<file path="config.mk">
export PLATFORM = sky130hd
export DESIGN_NAME = alu_seq_pipe
export DESIGN_NICKNAME = d
export VERILOG_FILES = /design/src/rtl/alu_seq_pipe_pkg.sv /design/src/rtl/alu_seq_pipe_mul_shift_add.sv /design/src/rtl/alu_seq_pipe.sv
export SDC_FILE = /design/constraint.sdc
export NUM_CORES = 1
export LEC_CHECK = 0
export BUFFER_PORTS_ARGS = -buffer_cell sky130_fd_sc_hd__clkbuf_2
export CAP_MARGIN = 20
export CORE_MARGIN = 2
export CORE_UTILIZATION = 31
export CTS_CLUSTER_SIZE = 30
export DETAILED_ROUTE_END_ITERATION = 16
export PLACE_DENSITY_LB_ADDON = 0.3
export SLEW_MARGIN = 20
export SYNTH_ARGS = -nofsm -noshare
export SYNTH_HDL_FRONTEND = slang
export SYNTH_HIERARCHICAL = 1
export SYNTH_SLANG_ARGS = --single-unit
</file>
<file path="constraint.sdc">
create_clock -name clk -period 10.34 [get_ports clk]
set_input_delay 2.068 -clock clk [delete_from_list [all_inputs] [get_ports clk]]
set_output_delay 2.068 -clock clk [all_outputs]
set_load 0.005 [all_outputs]
</file>
<file path="src/rtl/alu_seq_pipe_pkg.sv">
// Shared types and operation encodings for the registered, handshaked ALU.
// Imported by the pipelined ALU top and its shift-add multiplier.
package alu_seq_pkg;

  typedef enum logic [1:0] {
    IDLE = 2'd0,
    BUSY = 2'd1,
    HOLD = 2'd2
  } state_t;

  localparam logic MODE_ARITH = 1'b0;
  localparam logic MODE_LOGIC = 1'b1;

  localparam logic [2:0] OP_ADD   = 3'b000;
  localparam logic [2:0] OP_SUB   = 3'b001;
  localparam logic [2:0] OP_INC   = 3'b010;
  localparam logic [2:0] OP_DEC   = 3'b011;
  localparam logic [2:0] OP_MUL   = 3'b100;
  localparam logic [2:0] OP_SHL   = 3'b101;
  localparam logic [2:0] OP_SHR   = 3'b110;
  localparam logic [2:0] OP_PASS1 = 3'b111;

  localparam logic [2:0] LOP_AND   = 3'b000;
  localparam logic [2:0] LOP_OR    = 3'b001;
  localparam logic [2:0] LOP_XOR   = 3'b010;
  localparam logic [2:0] LOP_NOT   = 3'b011;
  localparam logic [2:0] LOP_NAND  = 3'b100;
  localparam logic [2:0] LOP_NOR   = 3'b101;
  localparam logic [2:0] LOP_XNOR  = 3'b110;
  localparam logic [2:0] LOP_PASS2 = 3'b111;

  typedef struct packed {
    logic c;
    logic z;
    logic o;
    logic s;
  } flags_t;

  function automatic logic is_mul_op(input logic mode, input logic [2:0] opsel);
    return (mode == MODE_ARITH) && (opsel == OP_MUL);
  endfunction

endpackage

</file>
<file path="src/rtl/alu_seq_pipe_mul_shift_add.sv">
// Iterative unsigned shift-add multiplier: one partial product per cycle, DWIDTH steps.
// The final step's sum is presented combinationally alongside done so the caller can register it.
module mul_shift_add
  import alu_seq_pkg::*;
#(
  parameter int DWIDTH = 32,
  parameter int CNTW   = $clog2(DWIDTH) + 1
) (
  input  logic                  clk,
  input  logic                  rst,
  input  logic                  start,
  input  logic [DWIDTH-1:0]     op1,
  input  logic [DWIDTH-1:0]     op2,
  output logic                  done,
  output logic [2*DWIDTH-1:0]   product
);

  logic                  run_q;
  logic [CNTW-1:0]       cnt_q;
  logic [2*DWIDTH-1:0]   mcand_q;
  logic [DWIDTH-1:0]     mplr_q;
  logic [2*DWIDTH-1:0]   acc_q;
  logic [2*DWIDTH-1:0]   acc_d;

  always_comb begin
    acc_d = acc_q;
    if (mplr_q[0]) begin
      acc_d = acc_q + mcand_q;
    end
  end

  // Step DWIDTH is the one in flight when cnt_q reaches DWIDTH-1.
  assign done    = run_q && (cnt_q == CNTW'(DWIDTH - 1));
  assign product = acc_d;

  always_ff @(posedge clk) begin
    if (rst) begin
      run_q   <= 1'b0;
      cnt_q   <= '0;
      mcand_q <= '0;
      mplr_q  <= '0;
      acc_q   <= '0;
    end else if (start) begin
      run_q   <= 1'b1;
      cnt_q   <= '0;
      mcand_q <= {{DWIDTH{1'b0}}, op1};
      mplr_q  <= op2;
      acc_q   <= '0;
    end else if (run_q) begin
      acc_q   <= acc_d;
      mcand_q <= mcand_q << 1;
      mplr_q  <= mplr_q >> 1;
      cnt_q   <= cnt_q + 1'b1;
      if (done) begin
        run_q <= 1'b0;
      end
    end
  end

endmodule

</file>
<file path="src/rtl/alu_seq_pipe.sv">
// Registered ALU with valid/ready handshakes on both sides; single-cycle ops land in the
// output register at accept, multiplies iterate in mul_shift_add first.
module alu_seq_pipe
  import alu_seq_pkg::*;
#(
  parameter  int DWIDTH = 32,
  localparam int CNTW   = $clog2(DWIDTH) + 1
) (
  input  logic              clk,
  input  logic              rst,
  input  logic              in_valid,
  output logic              in_ready,
  input  logic [DWIDTH-1:0] op1,
  input  logic [DWIDTH-1:0] op2,
  input  logic [2:0]        opsel,
  input  logic              mode,
  output logic              out_valid,
  input  logic              out_ready,
  output logic [DWIDTH-1:0] result,
  output logic              c_flag,
  output logic              z_flag,
  output logic              o_flag,
  output logic              s_flag
);

  localparam int MSB = DWIDTH - 1;

  state_t state_q, state_d;
  logic [DWIDTH-1:0] result_q;
  flags_t            flags_q;

  logic accept;
  logic load_alu;
  logic load_mul;
  logic mul_start;
  logic mul_done;
  logic [2*DWIDTH-1:0] mul_product;

  logic [DWIDTH-1:0] add_b;
  logic              add_cin;
  logic              use_adder;
  logic [DWIDTH:0]   alu_sum;
  logic [DWIDTH-1:0] alu_res;
  logic              alu_c;
  logic              alu_o;
  flags_t            alu_flags;
  flags_t            mul_flags;

  always_comb begin
    add_b     = '0;
    add_cin   = 1'b0;
    use_adder = 1'b0;
    alu_res   = op1;
    alu_c     = 1'b0;
    alu_o     = 1'b0;
    alu_sum   = '0;
    if (mode == MODE_ARITH) begin
      case (opsel)
        OP_ADD: begin add_b = op2;  use_adder = 1'b1; end
        OP_SUB: begin add_b = ~op2; add_cin = 1'b1; use_adder = 1'b1; end
        OP_INC: begin add_b = '0;   add_cin = 1'b1; use_adder = 1'b1; end
        OP_DEC: begin add_b = '1;   use_adder = 1'b1; end
        OP_SHL: begin alu_res = {op1[MSB-1:0], 1'b0}; alu_c = op1[MSB]; end
        OP_SHR: begin alu_res = {1'b0, op1[MSB:1]};   alu_c = op1[0]; end
        default: alu_res = op1;
      endcase
      // Overflow when both addends share a sign that the sum does not.
      alu_sum = {1'b0, op1} + {1'b0, add_b} + {{DWIDTH{1'b0}}, add_cin};
      if (use_adder) begin
        alu_res = alu_sum[MSB:0];
        alu_c   = alu_sum[DWIDTH];
        alu_o   = (op1[MSB] == add_b[MSB]) && (alu_sum[MSB] != op1[MSB]);
      end
    end else begin
      case (opsel)
        LOP_AND:  alu_res = op1 & op2;
        LOP_OR:   alu_res = op1 | op2;
        LOP_XOR:  alu_res = op1 ^ op2;
        LOP_NOT:  alu_res = ~op1;
        LOP_NAND: alu_res = ~(op1 & op2);
        LOP_NOR:  alu_res = ~(op1 | op2);
        LOP_XNOR: alu_res = ~(op1 ^ op2);
        default:  alu_res = op2;
      endcase
    end
  end

  assign alu_flags.c = alu_c;
  assign alu_flags.z = (alu_res == '0);
  assign alu_flags.o = alu_o;
  assign alu_flags.s = alu_res[MSB];

  assign mul_flags.c = |mul_product[2*DWIDTH-1:DWIDTH];
  assign mul_flags.z = (mul_product[MSB:0] == '0);
  assign mul_flags.o = |mul_product[2*DWIDTH-1:DWIDTH];
  assign mul_flags.s = mul_product[MSB];

  mul_shift_add #(
    .DWIDTH (DWIDTH),
    .CNTW   (CNTW)
  ) u_mul (
    .clk     (clk),
    .rst     (rst),
    .start   (mul_start),
    .op1     (op1),
    .op2     (op2),
    .done    (mul_done),
    .product (mul_product)
  );

  always_comb begin
    state_d   = state_q;
    load_alu  = 1'b0;
    load_mul  = 1'b0;
    mul_start = 1'b0;
    in_ready  = (state_q == IDLE) || ((state_q == HOLD) && out_ready);
    accept    = in_valid && in_ready;
    case (state_q)
      IDLE, HOLD: begin
        if (accept) begin
          if (is_mul_op(mode, opsel)) begin
            mul_start = 1'b1;
            state_d   = BUSY;
          end else begin
            load_alu = 1'b1;
            state_d  = HOLD;
          end
        end else if ((state_q == HOLD) && out_ready) begin
          state_d = IDLE;
        end
      end
      BUSY: begin
        if (mul_done) begin
          load_mul = 1'b1;
          state_d  = HOLD;
        end
      end
      default: state_d = IDLE;
    endcase
  end

  always_ff @(posedge clk) begin
    if (rst) begin
      state_q  <= IDLE;
      result_q <= '0;
      flags_q  <= '0;
    end else begin
      state_q <= state_d;
      if (load_alu) begin
        result_q <= alu_res;
        flags_q  <= alu_flags;
      end else if (load_mul) begin
        result_q <= mul_product[MSB:0];
        flags_q  <= mul_flags;
      end
    end
  end

  assign out_valid = (state_q == HOLD);
  assign result    = result_q;
  assign c_flag    = flags_q.c;
  assign z_flag    = flags_q.z;
  assign o_flag    = flags_q.o;
  assign s_flag    = flags_q.s;

endmodule

</file>
* Word level (Yosys, flattened, before mapping)
Index checks and enable logic that the tools add are counted.
Storage, ports and cells: output and inout port bits 38, word-level logic and storage cells 96, register bits after elaboration 205, input bits 72
Cells by class: reductions and logical operators 18, muxes and demuxes 40, equality and inequality tests 13, $add $sub $neg 4, bitwise operators 9
Operator list (count):
- $mux W32 | 9
- $pmux W32 S7 | 1
- $not A32 Y32 | 5
- $pmux W32 S3 | 1
- $add A64 B64 Y64 | 1
- $logic_not A32 Y1 | 2
- $mux W64 | 1
- $pmux W32 S2 | 1
- $add A32 B32 Y33 | 1
- $add A33 B1 Y33 | 1
- $and A32 B32 Y32 | 1
- $or A32 B32 Y32 | 1
- $reduce_or A32 Y1 | 1
- $xor A32 B32 Y32 | 1
- $mux W1 | 19
- $eq A3 B3 Y1 const B | 3
- $mux W2 | 4
- $mux W4 | 2
- $add A6 B1 Y6 const B | 1
- $eq A3 B2 Y1 const B | 2
- $eq A6 B5 Y1 const B | 1
- $reduce_or A2 Y1 | 3
- $logic_and A1 B1 Y1 | 5
- $pmux W2 S2 | 1
- other kinds (15) | 16

* Longest topological paths before layout
Gate-level depths: netlist (run 1).
depth after elaboration 10, gate-level depth with buffers 21, gate-level depth less buffers 17

* Cells and area by module
The synthesis (run 1) kept the hierarchy.
Modules (own cells, without submodules):
- mul_shift_add | times used 1, area an instance 11250.8 µm², cells an instance 1410, sequential area each 3343.2 µm²
- alu_seq_pipe | times used 1, area an instance 8750.9 µm², cells an instance 1296, sequential area each 740.7 µm²

* Least setup slack after synthesis (run 1)
OpenSTA, ideal clock, no wires.
path type input port to flip-flop, from in opsel[2], to reg flags_q (netlist bit z_flag), buffers on the path 6, arrival 6.380 ns, setup time 0.059 ns, path slack 3.901 ns, stages 19, data required time 10.281 ns, cells stage by stage buf_2 buf_4 clkbuf_1 buf_1 buf_1 buf_1 nor2_1 fa_1 fa_1 a21o_1 a221o_1 or3_1 a21oi_2 o2111ai_1 a2111oi_2 nand4_1 nor4_1 nand4_1 nand2_1
Between the ends: cells in the longest elaborated chain, start to end 9, elaborated cells between the ends (all ways) 28, those cells by class add/sub: 2; eq/ne: 6; mux: 14; reduce/logical: 6
Ends and longest elaborated chain:
- start: declaration | line alu_seq_pipe.sv:15 | input logic [2:0] opsel,
- $eq A3 B2 Y1 (tied with other cells) | line alu_seq_pipe.sv:58, alu_seq_pipe.sv:75
- $pmux W32 S3 / $reduce_or A2 Y1 (equally long branches)
- $mux W32 / $mux W1 (equally long branches) | line alu_seq_pipe.sv:57, alu_seq_pipe.sv:58
- $add A32 B32 Y33 / $mux W1 (equally long branches) | line alu_seq_pipe.sv:68, alu_seq_pipe.sv:57
- $add A33 B1 Y33 | line alu_seq_pipe.sv:68 | alu_sum = {1'b0, op1} + {1'b0, add_b} + {{DWIDTH{1'b0}}, add_cin};
- $mux W32 | line alu_seq_pipe.sv:69 | if (use_adder) begin
- $mux W32 | line alu_seq_pipe.sv:57 | if (mode == MODE_ARITH) begin
- $logic_not A32 Y1 | line alu_seq_pipe.sv:89 | assign alu_flags.z = (alu_res == '0);
- $mux W4 | line alu_seq_pipe.sv:149 | if (load_alu) begin
- end signal: assignment | line alu_seq_pipe.sv:151 | flags_q <= alu_flags;
- end signal: assignment | line alu_seq_pipe.sv:154 | flags_q <= mul_flags;
- end: declaration | line alu_seq_pipe.sv:30 | flags_t flags_q;
Several ways; a longest one is shown, not always the timed one. The select of a mux whose other input is x is not followed. A chain may end at the register's enable or synchronous reset.

* Worst setup path in the final report (run 1)
from in opsel[1], to reg flags_q (netlist bit z_flag)
The elaborated chain is that of the path after synthesis.

==> run metrics, run 1 <==
run status=finished clean; yosys warns=6; Most used DFF post-synth=dfxtp_1; Synth top cells by count=nor2_1, a21oi_1, nand2_1; post-synth top area share=20.4%; met2 wire length=about 33 mm; Fin Hold WS=0.473 ns; max-slew violation count=0; htree depth=1; sequence of cells on the critical path=buf_6 -> buf_4 -> nor2_1 -> nor2_1 -> nor2_1 -> fa_1 -> fa_1 -> a21o_1 -> a221o_1 -> or3_1 -> a21oi_2 -> o2111ai_1 -> a2111oi_2 -> nand4_1 -> nor4_1 -> nand4_1 -> nand2_1; Synth Area in Simple Gates=approximately a fifth; Fill cells=6895; cell row count=93; Die X=between 200 and 300 µm; setup TNS=0 ns; synth-to-layout area growth=9.78%; via density per instance=around 5.7; Inserted Clock Buffers=27; sequential share of the synthesized area=slightly above 20%; most frequent cell on the critical path=nor2_1; FF-to-FF setup slack=around 4.9 ns; vias in the first global route=approximately 19000; Pleak=0.00907 µW; mean post-synth cell area=between 7 and 8 µm²; DRC viols=0; fin crit share=a little under two thirds; I/O Buffers=~110; CP arrival=7.09 ns; nets=between 2000 and 3000; first-pass GRT wire length=~110 mm; Die Area=between 60000 and 70000 µm²; max_cap viols=0; most frequent cell after synthesis=nor2_1; CTS Hold Buffers Added=0; hold crit path type=flip-flop to flip-flop; Max transition margin=roughly a quarter; Worst Max-Slew Pin Slew=1.10 ns; gpl congestion=0.960; top cells by area, synth=dfxtp_1, ha_1, mux2i_1; Sink Count=just over 200; switching share of power=between 30% and 40%; power density over cell area=approximately 110 nW/µm²; largest net degree at the start of global routing=about 100; gr usage total=approximately a fifth; Post-CTS Setup Inserts=0; Int Power=1570 µW; complex-gate fraction of the synthesized area=between 20% and 30%; Place WS=~3.3 ns; worst-path fanout max=slightly above 60; cell taking the most area after synthesis=dfxtp_1; Max stage delay on crit path=~0.60 ns; Synth Cell Area=roughly 20000 µm²; placed cell count=3503; max layer used=met5; crit path kind=input pin to flip-flop; final setup margin=3.77 ns; grt total ovfl=0; FFs w/ async S/R, synth=0%; 1st-pass router iterations=5; syn_nets=2940; detailed placement HPWL=between 50 and 60 mm; final wirelength=72.7 mm; core area=between 60000 and 70000 µm²; Worst VDD drop=116 µV; Logic pwr share=a little over a fifth; Synth cell types=roughly 90; DIE HEIGHT=between 200 and 300 µm; wire per inst=slightly above 20 µm; Final Skew=0.0158 ns; RSZ-0062 raised after global routing=false; largest family of logic cells by synthesized area=compound AO/OA/AOI/OAI gates; Starting Density=31.2%; Max Freq=around 150 MHz; ANT nets after route=0; Crit. End Element=flip-flop; critical path required time=between 10 and 15 ns; adder-cell share of the synthesized area=10.2%; Slowest cell on crit path=buf_4; CTS resizes=0; Yosys reg bits=about 200; Post-Layout Cell Count=about 3600; Fin. Hold Viols=0; Clk pin slew, worst setup/hold paths=0.06 ns; fin crit period=about 6.6 ns; clk buf depth=3; Worst-Skew Late Latency=slightly below 0.6 ns; startpoint type of the worst setup path=input pin; M1 WL=roughly 32 mm; antenna violations before repair=5; Power Total=2320 µW; Post-Syn Instances=2706; CTS tree=yes; met3 WL=about 4.3 mm; Setup violations, final=0; root buffer selected by CTS=clkbuf_16; Post-synth EDFFs=0; Clock power frac=between 40% and 50%; Synth Area in XOR/XNOR=under 10%; DRT iter0 DRCs=1754; multiplexer share of the synthesized area=between 10% and 20%; share of layout cells above drive strength 1=between 10% and 20%; I/O pin count=110; vias after detailed routing=roughly 20000; switching pwr=roughly 750 µW; Flop pwr share=between 30% and 40%
## through the flow
step	cell area [µm²]	utilization, %
finish	22000	34.2
global route	22000	34.2
CTS	22000	34.2
detailed placement	21000	32.8
global placement	21000	32.8
floorplan	20000	-
## logic make-up (layout without fill, tap and decap cells)
group,count (synthesis),count (layout)
other,0,2
buffers and inverters,296,285
multiplexers,247,247
AND/OR/NAND/NOR,892,892
flip-flops,204,204
XOR/XNOR,76,76
adder cells (fa/ha/maj),162,162
AO/OA/AOI/OAI,829,829
## path summary, 6_finish.rpt
kind                                        from         endpoint  cells after the start
worst max-delay path                    opsel[1]           z_flag                     17
worst min-delay path             u_mul/acc_q[40]  u_mul/acc_q[40]                      2
worst max register to register  u_mul/mcand_q[0]           o_flag                     16
worst min register to register   u_mul/acc_q[40]  u_mul/acc_q[40]                      2
## layout by cell type, fill, tap and decap left out, drive strengths merged, types with 43 or more instances in the layout
cell    Yosys  layout
nor2      331     331
a21oi     303     303
nand2     249     249
dfxtp     204     204
mux2i     182     182
o21ai     165     165
ha        159     159
clkbuf    123     141
inv        97      99
mux2       65      65
a211oi     49      49
xnor2      47      47
a21o       46      46
or3        45      45
nand4      43      43
## power groups by stage
stage	combinational, µW	sequential (µW)	clock, µW
floorplan	329	831	0
global placement	487	844	0
detailed placement	488	843	0
CTS	490	826	1020
global route	544	827	1040
finish	497	827	995
## layer usage
metal,track usage [%],vias to the layer above
met2,34.2,621
met5,0,-
met4,8.57,8
met3,3.08,132
met1,28.2,9496
li1,-,9812
## final cells by class
type	count	area, µm²	share of cell area [%]
multi-input cells	2206	14700	67.0
flip-flops and latches	204	4090	18.6
well taps	855	1070	4.87
repair buffers	139	785	3.57
clock buffers	36	769	3.50
inverters	99	372	1.69
clock inverters	11	146	0.667
diodes	2	5.00	0.0228
## critical path, delay by kind of cell
| family | cells | cell delay (ns) |
|---|---|---|
| adders and majority gates | 2 | 0.84 |
| AOI/OAI and AO/OA | 5 | 1.39 |
| buffers and inverters | 2 | 0.90 |
| and+or+nand+nor | 8 | 1.84 |
## state kept, by name, summed over array words and instances (netlist names), 2 cells and up
| register | count |
|---|---|
| state_q | 2 |
| u_mul/acc_q | 64 |
| u_mul/mcand_q | 64 |
| result | 32 |
| u_mul/mplr_q | 32 |
| u_mul/cnt_q | 6 |
Note: power is estimated with default switching activity, not from simulation.
==> run 2: changes to the inputs <==
clock period = 6.5 ns   (was 10.34 ns; I/O delays follow)
==> run 2 against run 1 <==
  * First-iteration DRC count is 1.1% lower
  * Largest power group unchanged
  * Clock-buffer cell count is 4 higher
  * Non-clock buffer count is 4 higher
  * Combinational power is 62% higher
  * Design area is 0.43% higher
  * Die area stayed put
  * Sequential share of layout area is 0.079 points lower
  * Clock power is 59% higher
==> run metrics, run 2 (synthesis results as in run 1) <==
gpl congestion=0.982 (was 0.960); Starting Density=31.2% (unchanged); max-slew violation count=0 (unchanged); root buffer selected by CTS=clkbuf_16 (unchanged); grt total ovfl=0 (unchanged); wire per inst=20.9 µm (was 20.5 µm); I/O Buffers=109 (unchanged); max_cap viols=0 (unchanged); hold path cells=2 (unchanged); CP arrival=5.58 ns (was 7.09 ns); Power Total=3700 µW (was 2320 µW); Worst Max-Slew Pin Slew=1.16 ns (was 1.10 ns); switching pwr=1210 µW (was 745 µW); critical path required time=6.99 ns (was 10.86 ns); first-pass GRT wire length=113 mm (was 112 mm); vias in the first global route=18700 (was 18800); Max Freq=197 MHz; largest net degree at the start of global routing=137 (was 103); dpl cell area=21100 µm² (was 21000 µm²); nets=2916 (was 2911); Pleak=0.00911 µW (was 0.00907 µW); Logic pwr share=21.8% (was 21.4%); via density per instance=5.64 (was 5.65); Setup violations, final=0 (unchanged); RSZ-0062 raised after global routing=false (unchanged); run status=finished clean (unchanged); Int Power=2490 µW (was 1570 µW); diodes inserted=0 (was 2); Fin. Hold Viols=0 (unchanged); hold crit path type=flip-flop to flip-flop (unchanged); switching share of power=32.7% (was 32.1%); synth-to-layout area growth=10.2% (was 9.78%); final setup margin=1.41 ns (was 3.77 ns); R2R depth=16 (unchanged); ANT nets after route=0 (unchanged); Crit. End Element=flip-flop (unchanged); fin crit share=slightly below 80%; Flop pwr share=35.5% (was 35.7%); crit path kind=flip-flop to flip-flop (was input pin to flip-flop); DIE HEIGHT=258 µm (unchanged); Die X=258 µm (unchanged); I/O pin count=110 (unchanged); share of layout cells above drive strength 1=10.7% (was 10.6%); worst-path fanout max=5 (was 61); Worst-Skew Late Latency=0.61 ns (was 0.58 ns); Sink Count=204 (unchanged); Final Skew=0.0170 ns (was 0.0158 ns); gr usage total=21.5% (was 21.1%); most common cell after layout, fill and taps aside=nor2_1 (unchanged); DRC viols=0 (unchanged); most frequent cells in the layout=nor2_1, a21oi_1, nand2_1 (unchanged); Max transition margin=20.9% (was 26.7%); Die Area=66600 µm² (unchanged); Clock power frac=42.7% (was 42.9%); Clk pin slew, worst setup/hold paths=0.06 ns (about the same); startpoint type of the worst setup path=flip-flop (was input pin); CTS Hold Buffers Added=0 (unchanged); CTS tree=yes (unchanged); Worst VDD drop=192 µV (was 116 µV); core area=64100 µm² (unchanged); 1st-pass router iterations=6 (was 5); final wirelength=74.3 mm (was 72.7 mm); fin crit period=approximately 5 ns; Inserted Clock Buffers=28 (was 27); detailed placement HPWL=55.7 mm (was 54.1 mm); design area=22100 µm² (was 22000 µm²); CTS resizes=0 (unchanged); clk buf depth=3 (unchanged); Place WS=1.04 ns (was 3.33 ns); Post-CTS Setup Inserts=0 (unchanged); setup TNS=0 ns (unchanged); DRT iter0 DRCs=1735 (was 1754); antenna violations before repair=3 (was 5); cell row count=93 (unchanged); htree depth=1 (unchanged); vias after detailed routing=20100 (about the same); biggest registers after layout=u_mul/acc_q (64), u_mul/mcand_q (64) (unchanged); power density over cell area=168 nW/µm² (was 106 nW/µm²)
## run 2: changes by cell type in the layout (fill, tap and decap cells not counted), sizes merged
cell	previous run	this run
inv	99	98
clkbuf	141	145
clkinv	6	8
buf	34	38
bufinv	3	2
diode	2	0
## run 2: cell type report
| type | instances | area, µm² |
|---|---|---|
| fillers | 6847 | 42100 |
| multi-input cells | 2206 | 14700 |
| flip-flops and latches | 204 | 4090 |
| well taps | 855 | 1070 |
| repair buffers | 143 | 865 |
| clock buffers | 40 | 786 |
| inverters | 99 | 372 |
| clock inverters | 11 | 146 |
## run 2: final timing paths
kind,from,end,slack (ns)
setup / recovery,u_mul/mcand_q[0],o_flag,1.41
setup reg to reg,u_mul/mcand_q[0],o_flag,1.41
hold reg to reg,u_mul/acc_q[42],u_mul/acc_q[42],0.47
hold / removal,u_mul/acc_q[42],u_mul/acc_q[42],0.47
## run 2: metrics by stage
stage               cells  utilization (%)  hold WS [ns]
finish               3558             34.4         0.473
global route         3558             34.4         0.491
floorplan            2706                -         0.448
CTS                  3558             34.4         0.478
global placement     3507             32.9         0.466
detailed placement   3507             32.9         0.469
## run 2: metal layers
metal  vias up  global-route usage [%]  part of all wire [%]
met5         -                       0                 0.059
met3       129                    2.78                   6.2
met4         6                    8.48                   4.3
met1      9452                    29.1                    45
met2       643                    34.5                    44
li1       9826                       -                     -
## run 2: power by group through the flow
stage	clock [µW]	sequential [µW]	combinational, µW
2_1_floorplan	0	1320	523
3_3_place_gp	0	1340	791
3_5_place_dp	0	1340	789
4_1_cts	1620	1310	793
5_1_grt	1660	1310	878
6_report	1580	1310	804
## run 2: critical path, cell delays in order, from the launching register on
cell and delay (ns):
dfxtp_1 0.33, ha_1 0.25, fa_1 0.41, a21o_1 0.23, a221o_1 0.33, a21oi_1 0.45
nand2_1 0.23, a211oi_1 0.44, o21bai_1 0.30, a21oi_1 0.23, xnor2_1 0.07, mux2_2 0.27
nor4_1 0.46, nand4_1 0.14, nor2_1 0.27, a41oi_1 0.25, o221a_2 0.32
==> run 3: changes to the inputs <==
ABC_AREA = 1   (was not set)
clock period = 5.32 ns   (was 6.5 ns; I/O delays follow)
==> run 3 against run 2 <==
  * Worst hold slack got worse by 0.012 ns
  * Power increased by 22%
  * Clock power increased by 8%
  * Clock skew increased by 0.0044 ns
  * Final cell count increased by 37%
  * Register-to-register slack got worse by 0.42 ns
  * Critical path depth increased by 8
  * Combinational power increased by 46%
  * Worst setup slack got worse by 0.44 ns
  * Design area increased by 8.1%
  * Die area increased by 8.6%
  * Sequential power increased by 24%
  * Critical endpoint is now z_flag
==> run metrics, run 3 <==
run status=finished clean (unchanged); gr usage total=24.6% (was 21.5%); worst-path fanout max=31 (was 5); Worst-Skew Late Latency=0.55 ns (was 0.61 ns); nets=4141 (was 2916); Synth top cells by count=nand2_1, inv_1, nor2_1 (was nor2_1, a21oi_1, nand2_1); top cells by area, synth=nand2_1, dfxtp_1, inv_1 (was dfxtp_1, ha_1, mux2i_1); CP arrival=4.81 ns (was 5.58 ns); Post-Syn Instances=3884 (was 2706); Yosys reg bits=204 (unchanged); Inserted Clock Buffers=25 (was 28); crit path from=opsel[0] (was u_mul/mcand_q[0]); CTS resizes=0 (unchanged); Worst Setup EP=z_flag (was o_flag); most frequent cell after synthesis=nand2_1 (was nor2_1); setup TNS=0 ns (unchanged); final wirelength=90.7 mm (was 74.3 mm); most common cell after layout, fill and taps aside=nand2_1 (was nor2_1); power density over cell area=189 nW/µm² (was 168 nW/µm²); Synth Cell Area=21700 µm² (was 20000 µm²); 1st-pass router iterations=6 (unchanged); htree depth=1 (unchanged); cell row count=97 (was 93); Synth cell types=61 (was 88); most frequent cells in the layout=nand2_1, inv_1, nor2_1 (was nor2_1, a21oi_1, nand2_1); largest net degree at the start of global routing=88 (was 137); DIE HEIGHT=269 µm (was 258 µm); DRC viols=0 (unchanged); crit path kind=input pin to flip-flop (was flip-flop to flip-flop); DRT iter0 DRCs=2822 (was 1735); wire per inst=18.6 µm (was 20.9 µm); mean post-synth cell area=5.60 µm² (was 7.39 µm²); Pleak=0.0128 µW (was 0.00911 µW); root buffer selected by CTS=clkbuf_16 (unchanged); via density per instance=5.14 (was 5.64); yosys warns=6 (unchanged); Max transition margin=21.2% (was 20.9%); Sink Count=204 (unchanged); core area=69800 µm² (was 64100 µm²); Fin. Hold Viols=0 (unchanged); Crit. End Element=flip-flop (unchanged); Post-synth EDFFs=0 (unchanged); Starting Density=31.2% (about the same); Worst VDD drop=145 µV (was 192 µV); Worst Max-Slew Pin Slew=1.18 ns (was 1.16 ns); CTS tree=yes (unchanged); vias after detailed routing=25000 (was 20100); Final Skew=0.0214 ns (was 0.0170 ns); R2R depth=16 (unchanged); cell taking the most area after synthesis=nand2_1 (was dfxtp_1); final setup margin=0.976 ns (was 1.41 ns); syn_nets=4118 (was 2940); gpl congestion=0.999 (was 0.982); post-synth top area share=21.3% (was 20.4%); worst reg2reg startpoint=u_mul/mcand_q[0] (unchanged); first-pass GRT wire length=137 mm (was 113 mm); hold path cells=2 (unchanged); max-slew violation count=0 (unchanged); vias in the first global route=22100 (was 18700); detailed placement HPWL=71.4 mm (was 55.7 mm); Clk pin slew, worst setup/hold paths=0.06 ns (about the same); antenna violations before repair=5 (was 3); FF-to-FF setup slack=0.99 ns (was 1.41 ns); I/O pin count=110 (unchanged); synth-to-layout area growth=9.62% (was 10.2%); sequential share of the synthesized area=18.8% (was 20.4%); biggest registers after layout=u_mul/acc_q (64), u_mul/mcand_q (64) (unchanged); max_cap viols=0 (unchanged); fin crit period=4.34 ns; Fin Hold WS=0.461 ns (was 0.473 ns); Max Freq=between 200 and 250 MHz; Most used DFF post-synth=dfxtp_1 (unchanged); clk buf depth=3 (unchanged); Place WS=0.557 ns (was 1.04 ns); I/O Buffers=109 (unchanged); ANT nets after route=0 (unchanged); fin crit share=between 80% and 90%; CTS Hold Buffers Added=0 (unchanged); Setup violations, final=0 (unchanged); critical path required time=5.79 ns (was 6.99 ns); FFs w/ async S/R, synth=0% (unchanged); Die X=269 µm (was 258 µm); startpoint type of the worst setup path=input pin (was flip-flop); worst r2r dst=o_flag (unchanged); RSZ-0062 raised after global routing=false (unchanged); share of layout cells above drive strength 1=6.37% (was 10.7%); hold crit path type=flip-flop to flip-flop (unchanged); grt total ovfl=0 (unchanged); Die Area=72300 µm² (was 66600 µm²); Post-CTS Setup Inserts=0 (unchanged)
## run 3: cell types whose count changed after synthesis, moves of 41 or more
| cell | delta |
|---|---|
| nand2_1 | +983 |
| clkbuf_1 | -41 |
| or3_1 | -43 |
| o21ai_0 | +69 |
| nand3_1 | +171 |
| nor2_1 | +65 |
| mux2_2 | -65 |
| a21oi_1 | -86 |
| a21o_1 | -45 |
| inv_1 | +558 |
| mux2i_1 | -182 |
## run 3: area by class of cell
type	count	area, µm²
multi-input combinational	2859	14400
sequential	204	4090
inverter	668	2520
timing repair buffer	149	883
clock buffer	36	707
clock inverter	7	85.1
fill	7931	46000
tap	940	1180
antenna	2	5.00
## run 3: kinds of logic (layout without fill, tap and decap cells)
| family | Yosys count | count (layout) | synth area share, % |
|---|---|---|---|
| fa+ha+maj | 162 | 162 | 9.43 |
| simple gates | 2010 | 2010 | 38.0 |
| other cells | 0 | 2 | 0 |
| xor+xnor | 27 | 27 | 1.09 |
| compound gates | 660 | 660 | 17.6 |
| buf+inv | 821 | 860 | 15.1 |
| flops | 204 | 204 | 18.8 |
## run 3: how the worst min path moves through the flow
stage,startpoint,endpoint,slack (ns)
4_1_cts,result[15],result[15],0.46
2_1_floorplan,u_mul/mplr_q[10],u_mul/mplr_q[10],0.44
3_3_place_gp,result[21],result[21],0.45
6_report,result[15],result[15],0.46
5_1_grt,result[20],result[20],0.48
3_5_place_dp,result[15],result[15],0.46
## run 3: worst max-delay path: stages
cell	delay, ns
clkbuf_2	0.26
inv_4	0.10
nor2_2	0.32
buf_4	0.37
o21ai_0	0.14
o21ai_0	0.20
ha_1	0.40
nand2_1	0.15
inv_1	0.05
nand2_1	0.06
nand2_1	0.10
a21oi_1	0.17
nand2_1	0.15
nand2_1	0.09
nand3_1	0.09
nand2_1	0.14
nand2_1	0.15
nor2_1	0.14
nand2_1	0.06
nor2_1	0.22
nand2_1	0.09
nor2_1	0.10
nand3_1	0.08
a21oi_1	0.12
## run 3: power breakdown
part           total, µW  switching (µW)  internal [µW]
sequential          1630            51.2           1580
clock               1700             690           1010
combinational       1170             825            348
## run 3: layer usage
| metal | global-route usage, % | routed length (µm) | vias to the layer above |
|---|---|---|---|
| met5 | 0 | 0 | - |
| met4 | 7.19 | 2700 | 0 |
| met3 | 4.01 | 8620 | 138 |
| met2 | 35.0 | 36100 | 1001 |
| met1 | 37.3 | 43300 | 11400 |
| li1 | - | - | 12500 |
## run 3: per-stage QoR
stage / cells / cell area [µm²] / total power [µW] / util, %
6_report: 4865 / 23800 / 4510 / 34.2
5_1_grt: 4864 / 23800 / 4730 / 34.1
4_1_cts: 4863 / 23800 / 4510 / 34.1
3_5_place_dp: 4820 / 23000 / 2800 / 33.0
3_3_place_gp: 4820 / 23000 / 2800 / 33.0
2_1_floorplan: 3884 / 21700 / 2380 / -
